===== config.mk =====
export PLATFORM = sky130hd
export DESIGN_NAME = instr_encoder_loader
export DESIGN_NICKNAME = d
export VERILOG_FILES = /design/src/rtl/instr_encoder_loader.sv
export SDC_FILE = /design/constraint.sdc
export NUM_CORES = 1
export LEC_CHECK = 0
export BUFFER_PORTS_ARGS = -buffer_cell sky130_fd_sc_hd__buf_2
export CAP_MARGIN = 10
export CORE_MARGIN = 10
export CORE_UTILIZATION = 49
export DETAILED_ROUTE_END_ITERATION = 6
export GPL_ROUTABILITY_DRIVEN = 0
export GPL_TIMING_DRIVEN = 0
export PLACE_DENSITY = 0.8
export SKIP_CTS_REPAIR_TIMING = 1
export SLEW_MARGIN = 0
export SYNTH_ARGS = -nofsm -noshare
export SYNTH_HDL_FRONTEND = slang
export SYNTH_SLANG_ARGS = --single-unit

===== constraint.sdc =====
create_clock -name clk -period 2.6 [get_ports clk]
set_clock_uncertainty 0.2 [all_clocks]
set_input_delay 0.52 -clock clk [delete_from_list [all_inputs] [get_ports clk]]
set_output_delay 0.52 -clock clk [all_outputs]
set_load 0.01 [all_outputs]

===== src/rtl/instr_encoder_loader.sv =====
// Accepts decoded instruction tokens, packs them into RV32I words and writes them
// sequentially into instruction memory, holding the CPU in reset until a clean END.
module instr_encoder_loader #(
  parameter int ADDR_W = 8
) (
  input  logic              clk,
  input  logic              reset,
  input  logic              start,
  input  logic              in_valid,
  output logic              in_ready,
  input  logic [2:0]        in_kind,
  input  logic [2:0]        in_funct3,
  input  logic              in_f7_5,
  input  logic [4:0]        in_rd,
  input  logic [4:0]        in_rs1,
  input  logic [4:0]        in_rs2,
  input  logic [31:0]       in_imm,
  output logic              imem_we,
  output logic [ADDR_W-1:0] imem_addr,
  output logic [31:0]       imem_wdata,
  output logic              cpu_hold,
  output logic              done,
  output logic              error,
  output logic [1:0]        err_code,
  output logic [ADDR_W:0]   count
);

  localparam int DEPTH = 2 ** ADDR_W;
  localparam int CNT_W = ADDR_W + 1;

  typedef enum logic [2:0] {IDLE, ACCEPT, WRITE, DONE, ERROR} state_t;

  state_t              state_q, state_d;
  logic [ADDR_W-1:0]   addr_q, addr_d;
  logic [CNT_W-1:0]    count_q, count_d;
  logic [31:0]         wdata_q, wdata_d;
  logic [1:0]          err_q, err_d;

  logic signed [31:0]  simm;
  logic [31:0]         enc_word;
  logic [11:0]         imm_i;
  logic                range_ok;
  logic                is_write;
  logic                is_shift;
  logic                full;
  logic [1:0]          tok_err;

  assign simm     = $signed(in_imm);
  assign is_shift = (in_funct3 == 3'b001) || (in_funct3 == 3'b101);
  assign is_write = (in_kind <= 3'd5);
  assign full     = (count_q == CNT_W'(DEPTH));

  always_comb begin
    enc_word = '0;
    range_ok = 1'b1;
    imm_i    = in_imm[11:0];
    if (in_funct3 == 3'b101) imm_i[11:5] = {1'b0, in_f7_5, 5'b0};
    case (in_kind)
      3'd0: enc_word = {in_f7_5 ? 7'h20 : 7'h00, in_rs2, in_rs1, in_funct3, in_rd, 7'h33};
      3'd1: begin
        enc_word = {imm_i, in_rs1, in_funct3, in_rd, 7'h13};
        range_ok = is_shift ? (simm >= 0 && simm <= 31)
                            : (simm >= -32'sd2048 && simm <= 32'sd2047);
      end
      3'd2: begin
        enc_word = {in_imm[11:0], in_rs1, 3'b010, in_rd, 7'h03};
        range_ok = (simm >= -32'sd2048 && simm <= 32'sd2047);
      end
      3'd3: begin
        enc_word = {in_imm[11:5], in_rs2, in_rs1, 3'b010, in_imm[4:0], 7'h23};
        range_ok = (simm >= -32'sd2048 && simm <= 32'sd2047);
      end
      3'd4: begin
        enc_word = {in_imm[12], in_imm[10:5], in_rs2, in_rs1, in_funct3,
                    in_imm[4:1], in_imm[11], 7'h63};
        range_ok = (simm >= -32'sd4096 && simm <= 32'sd4094) && !in_imm[0];
      end
      3'd5: begin
        enc_word = {in_imm[20], in_imm[10:1], in_imm[11], in_imm[19:12], in_rd, 7'h6F};
        range_ok = (simm >= -32'sd1048576 && simm <= 32'sd1048574) && !in_imm[0];
      end
      default: range_ok = 1'b1;
    endcase
  end

  // Reserved kind dominates, then overflow, then immediate range.
  always_comb begin
    tok_err = 2'd0;
    if (in_kind == 3'd7)         tok_err = 2'd3;
    else if (is_write && full)   tok_err = 2'd2;
    else if (is_write && !range_ok) tok_err = 2'd1;
  end

  always_comb begin
    state_d = state_q;
    addr_d  = addr_q;
    count_d = count_q;
    wdata_d = wdata_q;
    err_d   = err_q;
    case (state_q)
      IDLE, DONE, ERROR: begin
        if (start) begin
          state_d = ACCEPT;
          addr_d  = '0;
          count_d = '0;
          err_d   = 2'd0;
        end
      end
      ACCEPT: begin
        if (in_valid) begin
          if (tok_err != 2'd0) begin
            err_d   = tok_err;
            state_d = ERROR;
          end else if (in_kind == 3'd6) begin
            state_d = DONE;
          end else begin
            wdata_d = enc_word;
            state_d = WRITE;
          end
        end
      end
      WRITE: begin
        addr_d  = addr_q + 1'b1;
        count_d = count_q + 1'b1;
        state_d = ACCEPT;
      end
      default: state_d = IDLE;
    endcase
  end

  always_ff @(posedge clk) begin
    if (reset) begin
      state_q <= IDLE;
      addr_q  <= '0;
      count_q <= '0;
      wdata_q <= '0;
      err_q   <= 2'd0;
    end else begin
      state_q <= state_d;
      addr_q  <= addr_d;
      count_q <= count_d;
      wdata_q <= wdata_d;
      err_q   <= err_d;
    end
  end

  assign in_ready   = (state_q == ACCEPT);
  assign imem_we    = (state_q == WRITE);
  assign imem_addr  = addr_q;
  assign imem_wdata = wdata_q;
  assign cpu_hold   = (state_q != DONE);
  assign done       = (state_q == DONE);
  assign error      = (state_q == ERROR);
  assign err_code   = err_q;
  assign count      = count_q;

endmodule


Word-level counts from Yosys, hierarchy flattened:

Index checks and enable logic that the tools add are counted.

* register bits after elaboration: 54
* bits in latches: 0
* bits in writable memories: 0
* memory bits (read-only): 0
* bits of input ports: 58
* output and inout port bits: 56
* word-level logic and storage cells: 79
* memories: 0

* $add $sub $neg: 2
* $mul: 0
* div/mod/pow operators: 0
* magnitude comparators: 9
* eq/ne operators: 18
* shift operators: 0
* multiplexer cells: 21
* bitwise operators: 2
* reductions and logical operators: 22

Operators with widths (count)
* $pmux 32 s6: 1
* $ge 32x1->1 const B: 1
* $ge 32x12->1 const B: 1
* $ge 32x13->1 const B: 1
* $ge 32x21->1 const B: 1
* $le 32x12->1 const B: 1
* $le 32x13->1 const B: 1
* $le 32x21->1 const B: 1
* $le 32x6->1 const B: 1
* $eq 3x3->1 const B: 6
* $pmux 9 s2: 1
* $pmux 8 s2: 1
* $eq 3x2->1 const B: 4
* $mux 2: 5
* $add 9x1->9 const B: 1
* $eq 3x1->1 const B: 3
* $eq 9x9->1 const B: 1
* $mux 3: 3
* $mux 9: 1
* $pmux 3 s3: 1
* $add 8x1->8 const B: 1
* $logic_and 1x1->1: 8
* $mux 8: 1
* $reduce_and 4->1: 2
* 17 further kinds: 26

Logic depth before layout (Yosys ltp):

Gate-level depths: netlist (run 1).

* depth in word-level cells: 13
* mapped depth: 10
* gate-level depth less buffers: 9

Least setup slack after synthesis (run 1):

OpenSTA, ideal clock, no wires.

* path kind: in2reg
* from: input in_imm[21]
* to: register wdata_q[4] (netlist: imem_wdata[4])
* arrival: 1992 ps
* data required time: 2272 ps
* slack: 280 ps
* stages: 8
* path buffers: 1
* path through: nand4_1 -> or3_1 -> o31ai_1 -> o21ai_1 -> a31oi_4 -> buf_6 -> mux2i_1 -> nor2_1

* longest elaborated chain between the ends: 12

Ends and longest elaborated chain
* from (decl): line 17 `input logic [31:0] in_imm,`
* $ge 32x12->1, or another cell as far along: line 63, 67, 71
* $logic_and 1x1->1 (on tied branches)
* $mux 1, or another cell as far along: line 62 `range_ok = is_shift ? (simm >= 0 && simm <= 31)`
* $pmux 1 s4 *: line 58 `case (in_kind)`
* $logic_not 1->1 *: line 91 `else if (is_write && !range_ok) tok_err = 2'd1;`
* $logic_and 1x1->1 *: line 91
* $mux 1 *: line 91
* $mux 2 *: line 90 `else if (is_write && full) tok_err = 2'd2;`
* $mux 2 *: line 89 `if (in_kind == 3'd7) tok_err = 2'd3;`
* $reduce_bool 2->1 *: line 111 `if (tok_err != 2'd0) begin`
* $not 1->1 (no source line) *
* $reduce_and 4->1 (no source line) *
* to (signal assigned): line 142 `wdata_q <= wdata_d;`
* to (decl): line 36 `logic [31:0] wdata_q, wdata_d;`

Mark *: on every way between the ends. The rest lies on a longest branch, timed or not.
A chain may end at the register's enable or synchronous reset.

Worst setup path after layout (run 1):

* from: register count_q[2] (netlist: count[2])
* to: register wdata_q[5] (netlist: imem_wdata[5])

* longest elaborated chain between the ends: 7

Ends and longest elaborated chain
* from (decl): line 35 `logic [CNT_W-1:0] count_q, count_d;`
* from (signal assigned): line 141 `count_q <= count_d;`
* $eq 9x9->1: line 51 `assign full = (count_q == CNT_W'(DEPTH));`
* $logic_and 1x1->1: line 90
* $mux 2: line 90
* $mux 2: line 89
* $reduce_bool 2->1: line 111
* $not 1->1 (no source line)
* $reduce_and 4->1 (no source line)

Every way passes these cells.

==> impl_metrics.py, run 1 <==
metrics = {
    "route": {
        "vias_per_cell": 5.981,
        "postRouteAntennaNets": 0,
        "vias": 3469,
        "wl_per_cell_um": 17.21,
        "drc": 0,
        "routed_wl_um": 9982,
        "firstDrtPassIters": 5,
        "drt-initial-drc-count": 300,
    },
    "sta": {
        "fmax_mhz": 406.2,
        "rsz0062_at_grt": "false",
        "finalHoldViolCount": 0,
        "timing.hold.ws_ns": 0.2817,
        "period_minus_slack_ns": 2.462,
        "drv_slew": 0,
        "finalSetupViolCount": 0,
        "worst_slack_ns": 0.1382,
        "finalCritPeriodShare_pct": 94.68,
        "tightest_slew_ns": 0.7618,
        "slew_headroom_pct": 48.87,
    },
    "die": {
        "coreArea_mm2": 0.005921,
        "start_util_pct": 50.32,
        "die_area_mm2": 0.009599,
        "die_w_um": 97.98,
        "row_count": 28,
        "die_h_um": 97.98,
        "io_pins": 114,
    },
    "synth": {
        "ys.flop_type": "dfxtp_1",
        "syn_area_mm2": 0.002979,
        "yosysUniqueCellTypes": 51,
        "synth_top_cells_by_count": "nor2_1 (58), dfxtp_1 (52), a21oi_1 (32), nand2_1 (32), nand3_1 (21)",
        "ys_seq_area_share_pct": 34.94,
        "synth_cells": 386,
        "yosys.area.top_type": "dfxtp_1",
        "ys_seq_elements": 52,
        "synth.net_count": 447,
        "synth_top_area_share_pct": 34.94,
        "ys_top_cells_by_area": "dfxtp_1 (35%), nor2_1 (7.3%), mux2i_1 (6.4%), a21oi_1 (5.4%), nand2_1 (4.0%)",
        "synth_area_per_cell_um2": 7.718,
        "synth_edf_count": 0,
        "synthArstFlopShare_pct": 0,
        "synth_warnings": 0,
        "yosys.cell_count.top_type": "nor2_1",
    },
    "global_routing": {
        "grt_overflow": 0,
        "grt_max_degree": 16,
        "grt_usage_pct": 19.07,
        "antenna_found_initial": 0,
        "grt_pass1_vias": 3200,
        "grt_pass1_wl_um": 15490,
    },
    "place": {
        "hpwl_um": 7776,
        "io_buffers": 110,
        "place_area_mm2": 0.003623,
        "dp_slack_ns": -0.1271,
    },
    "power": {
        "p_total_w": 0.001568,
        "power_leakage_nw": 1.573,
        "max-vdd-ir-drop_mv": 0.2663,
        "power.density_mw_per_mm2": 412.7,
    },
    "cts": {
        "cts_root_buf": "clkbuf_8",
        "clk_path_buf_depth": 2,
        "cts_buffers": 5,
        "cts_htree_levels": 2,
        "clk_pin_slew_ns": 0.09,
        "cts_sinks": 52,
        "cts_tree": "done",
        "clk_latency_ns": 0.30,
    },
    "worst_setup_path": {
        "end_kind": "register",
        "path_class": "reg -> reg",
        "cp_data_required_time_ns": 2.58,
        "critical_path.top_delay_family": "simple AND/OR/NAND/NOR gates",
        "cp-start-kind": "register",
        "cp.buffers_inverters": 2,
        "path_cells": "or4_4 > nor4_4 > a21oi_1 > o31a_1 > a31oi_4 > buf_12 > buf_8 > mux2i_1 > nor2_1",
        "crit_path_max_fanout": 8,
        "cp_slowest_cell": "or4_4",
        "critPathArrivalTime_ns": 2.44,
        "cp_slowest_stage_delay_ns": 0.57,
        "r2r_setup_slack_ns": 0.14,
        "reg2regPathDepth": 9,
        "regToRegStartpoint": "count[2]",
        "r2r-end": "imem_wdata[5]",
    },
    "min_path": {
        "min_path_cells": 3,
        "holdPathEnd": "imem_wdata[27]",
        "min_path_type": "in -> reg",
        "worstHoldStart": "in_imm[7]",
    },
    "final_layout": {
        "antennaDiodeCount": 0,
        "layout-drive-gt1-share_pct": 28.91,
        "syn_to_final_growth_pct": 27.51,
        "postLayoutCellArea_mm2": 0.003799,
        "design.final.nets": 565,
    },
    "status": {
        "status": "completed",
    },
    "run": {
        "drv_cap": 0,
    },
}
-- how the worst max path moves through the flow --
stage / startpoint / endpoint / slack, ns / depth (start not counted)
global route: count[2] / imem_wdata[4] / 0.003 / 9
finish: count[2] / imem_wdata[5] / 0.14 / 9
detailed placement: in_imm[21] / imem_wdata[5] / -0.13 / 9
global placement: in_imm[10] / imem_wdata[11] / -0.04 / 9
CTS: state_q[1] / imem_we / -0.11 / 7
floorplan: in_imm[21] / imem_wdata[4] / 0.28 / 8
-- sequential cells by signal (all words and copies together) (netlist names) --
signal / flops
count: 9
err_code: 2
imem_addr: 8
state_q: 3
imem_wdata: 30
-- stage by stage --
stage	std cells	utilization [%]	setup TNS, ns
global route	580	64.16	0
finish	580	64.16	0
CTS	579	62.64	-0.1090
detailed placement	571	61.20	-1.202
global placement	571	61.20	-0.3132
floorplan	386	-	0
-- area by class of cell --
| cell class | instances | area (um^2) |
|---|---|---|
| buffer | 26 | 141.4 |
| clock buffer | 7 | 76.32 |
| clock inverter | 1 | 8.758 |
| fill | 547 | 2122 |
| inverter | 10 | 37.54 |
| multi-input combinational | 296 | 1777 |
| sequential | 52 | 1044 |
| tap | 75 | 93.84 |
| timing repair buffer | 113 | 620.6 |
-- kinds of logic (layout without fill, tap and decap cells) --
| kind of cell | count (synthesis) | in the layout | share of synthesized area (%) |
|---|---|---|---|
| adder cells (fa/ha/maj) | 3 | 3 | 1.260 |
| buffers and inverters | 38 | 157 | 6.005 |
| multiplexers | 20 | 20 | 6.762 |
| AND/OR/NAND/NOR | 171 | 171 | 27.55 |
| XOR/XNOR | 2 | 2 | 0.5881 |
| AO/OA/AOI/OAI | 100 | 100 | 22.89 |
| flip-flops | 52 | 52 | 34.94 |
-- where the power goes --
group	internal, W	switching [W]
Combinational	0.000116	0.000178
Sequential	0.000809	0.00000932
Clock	0.000193	0.000263
Total	0.00112	0.000450
-- metal layers --
| metal | GRT usage (%) | wire (um) |
|---|---|---|
| met1 | 24.51 | 4230 |
| met5 | 0 | 0 |
| met2 | 29.29 | 4597 |
| met3 | 5.215 | 864 |
| met4 | 7.942 | 290 |
-- layout by cell type (no fill, tap or decap), types with 3 or more instances in the layout --
cell	n
nand3_1	21
a211oi_2	5
and2_1	3
nor2_1	58
a221oi_1	10
o21ai_0	15
or2_2	3
buf_2	115
nand2b_1	8
a21oi_1	32
nor3_1	10
nand2_1	32
inv_1	9
clkbuf_8	5
nand4_1	10
mux2i_1	19
a31oi_1	9
ha_1	3
a22oi_1	4
buf_1	4
dfxtp_1	50
nor2b_1	8
nor4_1	7
clkbuf_1	14
a311oi_1	5
-- worst register-to-register path, cell delays in order, from the launching register on --
cell     delay [ns]
dfxtp_1        0.38
or4_4          0.57
nor4_4         0.17
a21oi_1        0.09
o31a_1         0.15
a31oi_4        0.21
buf_12         0.16
buf_8          0.14
mux2i_1        0.21
nor2_1         0.07
(Power assumes the default switching activity.)
==> run 2: changes to the inputs <==
ABC_AREA = 1   (was not set)
CORE_UTILIZATION = 51   (was 49)
PLACE_DENSITY = 0.81   (was 0.8)
==> impl_metrics.py, run 2 <==
metrics = {
    "sta": {
        "setup_tns_ns": 0,
        "tightest_slew_ns": 0.5653,
        "finalHoldViolCount": 0,
        "finalSetupViolCount": 0,
        "rsz0062_at_grt": "false",
        "finalCritPeriodShare_pct": 93.25,
        "drv_slew": 0,
        "period_minus_slack_ns": 2.424,
        "fmax_mhz": 412.5,
        "slew_headroom_pct": 61.91,
    },
    "die": {
        "die_area_mm2": 0.01002,
        "start_util_pct": 52.12,
        "die_h_um": 100.1,
        "die_w_um": 100.1,
        "row_count": 29,
        "io_pins": 114,
        "coreArea_mm2": 0.006277,
    },
    "final_layout": {
        "antennaDiodeCount": 0,
        "syn_to_final_growth_pct": 23.33,
        "final_cells": 738,
        "postLayoutCellArea_mm2": 0.004035,
        "largest_reg_flops": 30,
        "design.final.nets": 721,
        "layout-drive-gt1-share_pct": 22.24,
        "layout_commonest_cell": "nand2_1",
        "final_cell_mix": "nand2_1 (147), buf_2 (118), inv_1 (76)",
    },
    "synth": {
        "synthSimpleGateAreaFrac_pct": 37.74,
        "yosys.area_share.adder_pct": 1.147,
        "synth_compound_area_share_pct": 15.95,
        "synth_cells": 542,
        "synth_xor_area_share_pct": 0,
        "synth_area_per_cell_um2": 6.037,
        "synth.net_count": 603,
        "syn_area_mm2": 0.003272,
        "synth_warnings": 0,
        "yosys.area.top_type": "dfxtp_1",
        "synth_edf_count": 0,
        "synth_top_area_share_pct": 31.82,
        "synth_top_cells_by_count": "nand2_1 (147), inv_1 (76), nor2_1 (67)",
        "synth_mux_area_share_pct": 0,
        "synthArstFlopShare_pct": 0,
        "ys_top_cells_by_area": "dfxtp_1 (32%), nand2_1 (17%), inv_1 (8.7%), nor2_1 (7.7%), a21oi_1 (7.6%)",
        "synth_top_family_by_area": "simple AND/OR/NAND/NOR gates",
        "ys.flop_type": "dfxtp_1",
        "ys_seq_area_share_pct": 31.82,
        "yosysUniqueCellTypes": 29,
        "ys_seq_elements": 52,
        "yosys.cell_count.top_type": "nand2_1",
    },
    "cts": {
        "clk_path_buf_depth": 2,
        "cts_htree_levels": 2,
        "cts_sinks": 52,
        "cts_buffers": 5,
        "clk_latency_ns": 0.32,
        "cts_tree": "done",
        "clk_pin_slew_ns": 0.10,
        "cts_root_buf": "clkbuf_8",
    },
    "power": {
        "swShare_pct": 38.38,
        "internal-power_w": 0.001431,
        "clockPowerShare_pct": 25.2,
        "power_frac_seq_pct": 39.5,
        "power_leakage_nw": 1.916,
        "power.density_mw_per_mm2": 575.7,
        "comb_power_share_pct": 35.3,
        "max-vdd-ir-drop_mv": 0.3804,
        "power.switching_w": 0.0008916,
        "p_total_w": 0.002323,
    },
    "worst_setup_path": {
        "cp_data_required_time_ns": 1.88,
        "crit_path_max_fanout": 10,
        "end_kind": "primary output",
        "cp_slowest_stage_delay_ns": 0.42,
        "r2r_setup_slack_ns": 0.37,
        "path_cells": "inv_1 > nor3_1 > clkbuf_1 > buf_2",
        "path_class": "reg -> out",
        "cp_slowest_cell": "clkbuf_1",
        "cp-start-kind": "register",
        "critPathArrivalTime_ns": 1.70,
    },
    "status": {
        "status": "completed",
    },
    "route": {
        "routed_wl_um": 10550,
        "vias": 3939,
        "vias_per_cell": 5.337,
        "postRouteAntennaNets": 0,
        "firstDrtPassIters": 5,
        "drt-initial-drc-count": 290,
        "wl_per_cell_um": 14.30,
        "drc": 0,
    },
    "run": {
        "drv_cap": 0,
    },
    "place": {
        "place_area_mm2": 0.003924,
        "dp.cells": 730,
        "hpwl_um": 8523,
        "io_buffers": 111,
    },
    "global_routing": {
        "antenna_found_initial": 0,
        "grt_max_degree": 17,
        "grt_overflow": 0,
        "grt_pass1_vias": 3676,
        "grt_usage_pct": 19.91,
        "grt_pass1_wl_um": 16760,
    },
    "min_path": {
        "min_path_type": "reg -> reg",
    },
}
==> run 2: changes by cell type in the layout (fill, tap and decap cells not counted), sizes merged, moves of 7 or more <==
cell,before,now
a31oi,10,1
nor2b,8,0
o21ai,17,31
nand2,32,149
nor2,58,72
nand2b,8,0
inv,9,81
mux2i,19,0
nand4,10,40
a221oi,10,3
nor4,8,0
a21oi,32,51
==> run 2: layer usage <==
metal  vias up  part of all wire [%]  GRT usage [%]
met2       160                    46          33.20
met5         -                     0              0
met3        27                   8.0          5.082
met4         0                   2.6          7.065
met1      1754                    43          24.23
li1       1998                     -              -
==> run 2: worst max-delay path, delay by kind of cell (launching register included) <==
family / cells / cell delay, ns
buffers and inverters: 3 / 0.72
DFF: 1 / 0.41
and+or+nand+nor: 1 / 0.26
==> run 2: final cells by class <==
type	count	area [um^2]
well taps	77	96.34
clock inverters	2	38.79
clock buffers	6	72.57
fillers	617	2242
plain buffers	25	136.4
flip-flops and latches	52	1041
inverters	80	300.3
multi-input cells	385	1794
repair buffers	111	555.5
==> run 2: worst paths after layout <==
kind / start / endpoint / cells after the start
worst max-delay path: state_q[1] / imem_we / 4
worst min register to register: imem_wdata[26] / imem_wdata[26] / 2
worst max register to register: state_q[0] / imem_wdata[31] / 11
worst min-delay path: imem_wdata[26] / imem_wdata[26] / 2
==> run 2: power by group through the flow <==
| stage | Combinational, W | Clock, W | Sequential (W) |
|---|---|---|---|
| 3_3_place_gp | 0.000789 | 0 | 0.000933 |
| 4_1_cts | 0.000813 | 0.000586 | 0.000918 |
| 5_1_grt | 0.000926 | 0.000610 | 0.000926 |
| 2_1_floorplan | 0.000504 | 0 | 0.000957 |
| 6_report | 0.000820 | 0.000586 | 0.000917 |
| 3_5_place_dp | 0.000808 | 0 | 0.000935 |
==> run 2: cell families after synthesis <==
group,after synthesis
flip-flops,52
buffers and inverters,105
adder cells (fa/ha/maj),3
AO/OA/AOI/OAI,96
AND/OR/NAND/NOR,286
==> run 2: through the flow <==
stage               setup WS [ns]  utilization (%)  hold WS, ns
detailed placement         0.1379            62.51       0.2524
floorplan                  0.5146                -       0.2714
global route             0.003378            64.28       0.2864
finish                     0.1755            64.28       0.2655
CTS                        0.1788            64.28       0.2673
global placement           0.1806            62.51       0.2484
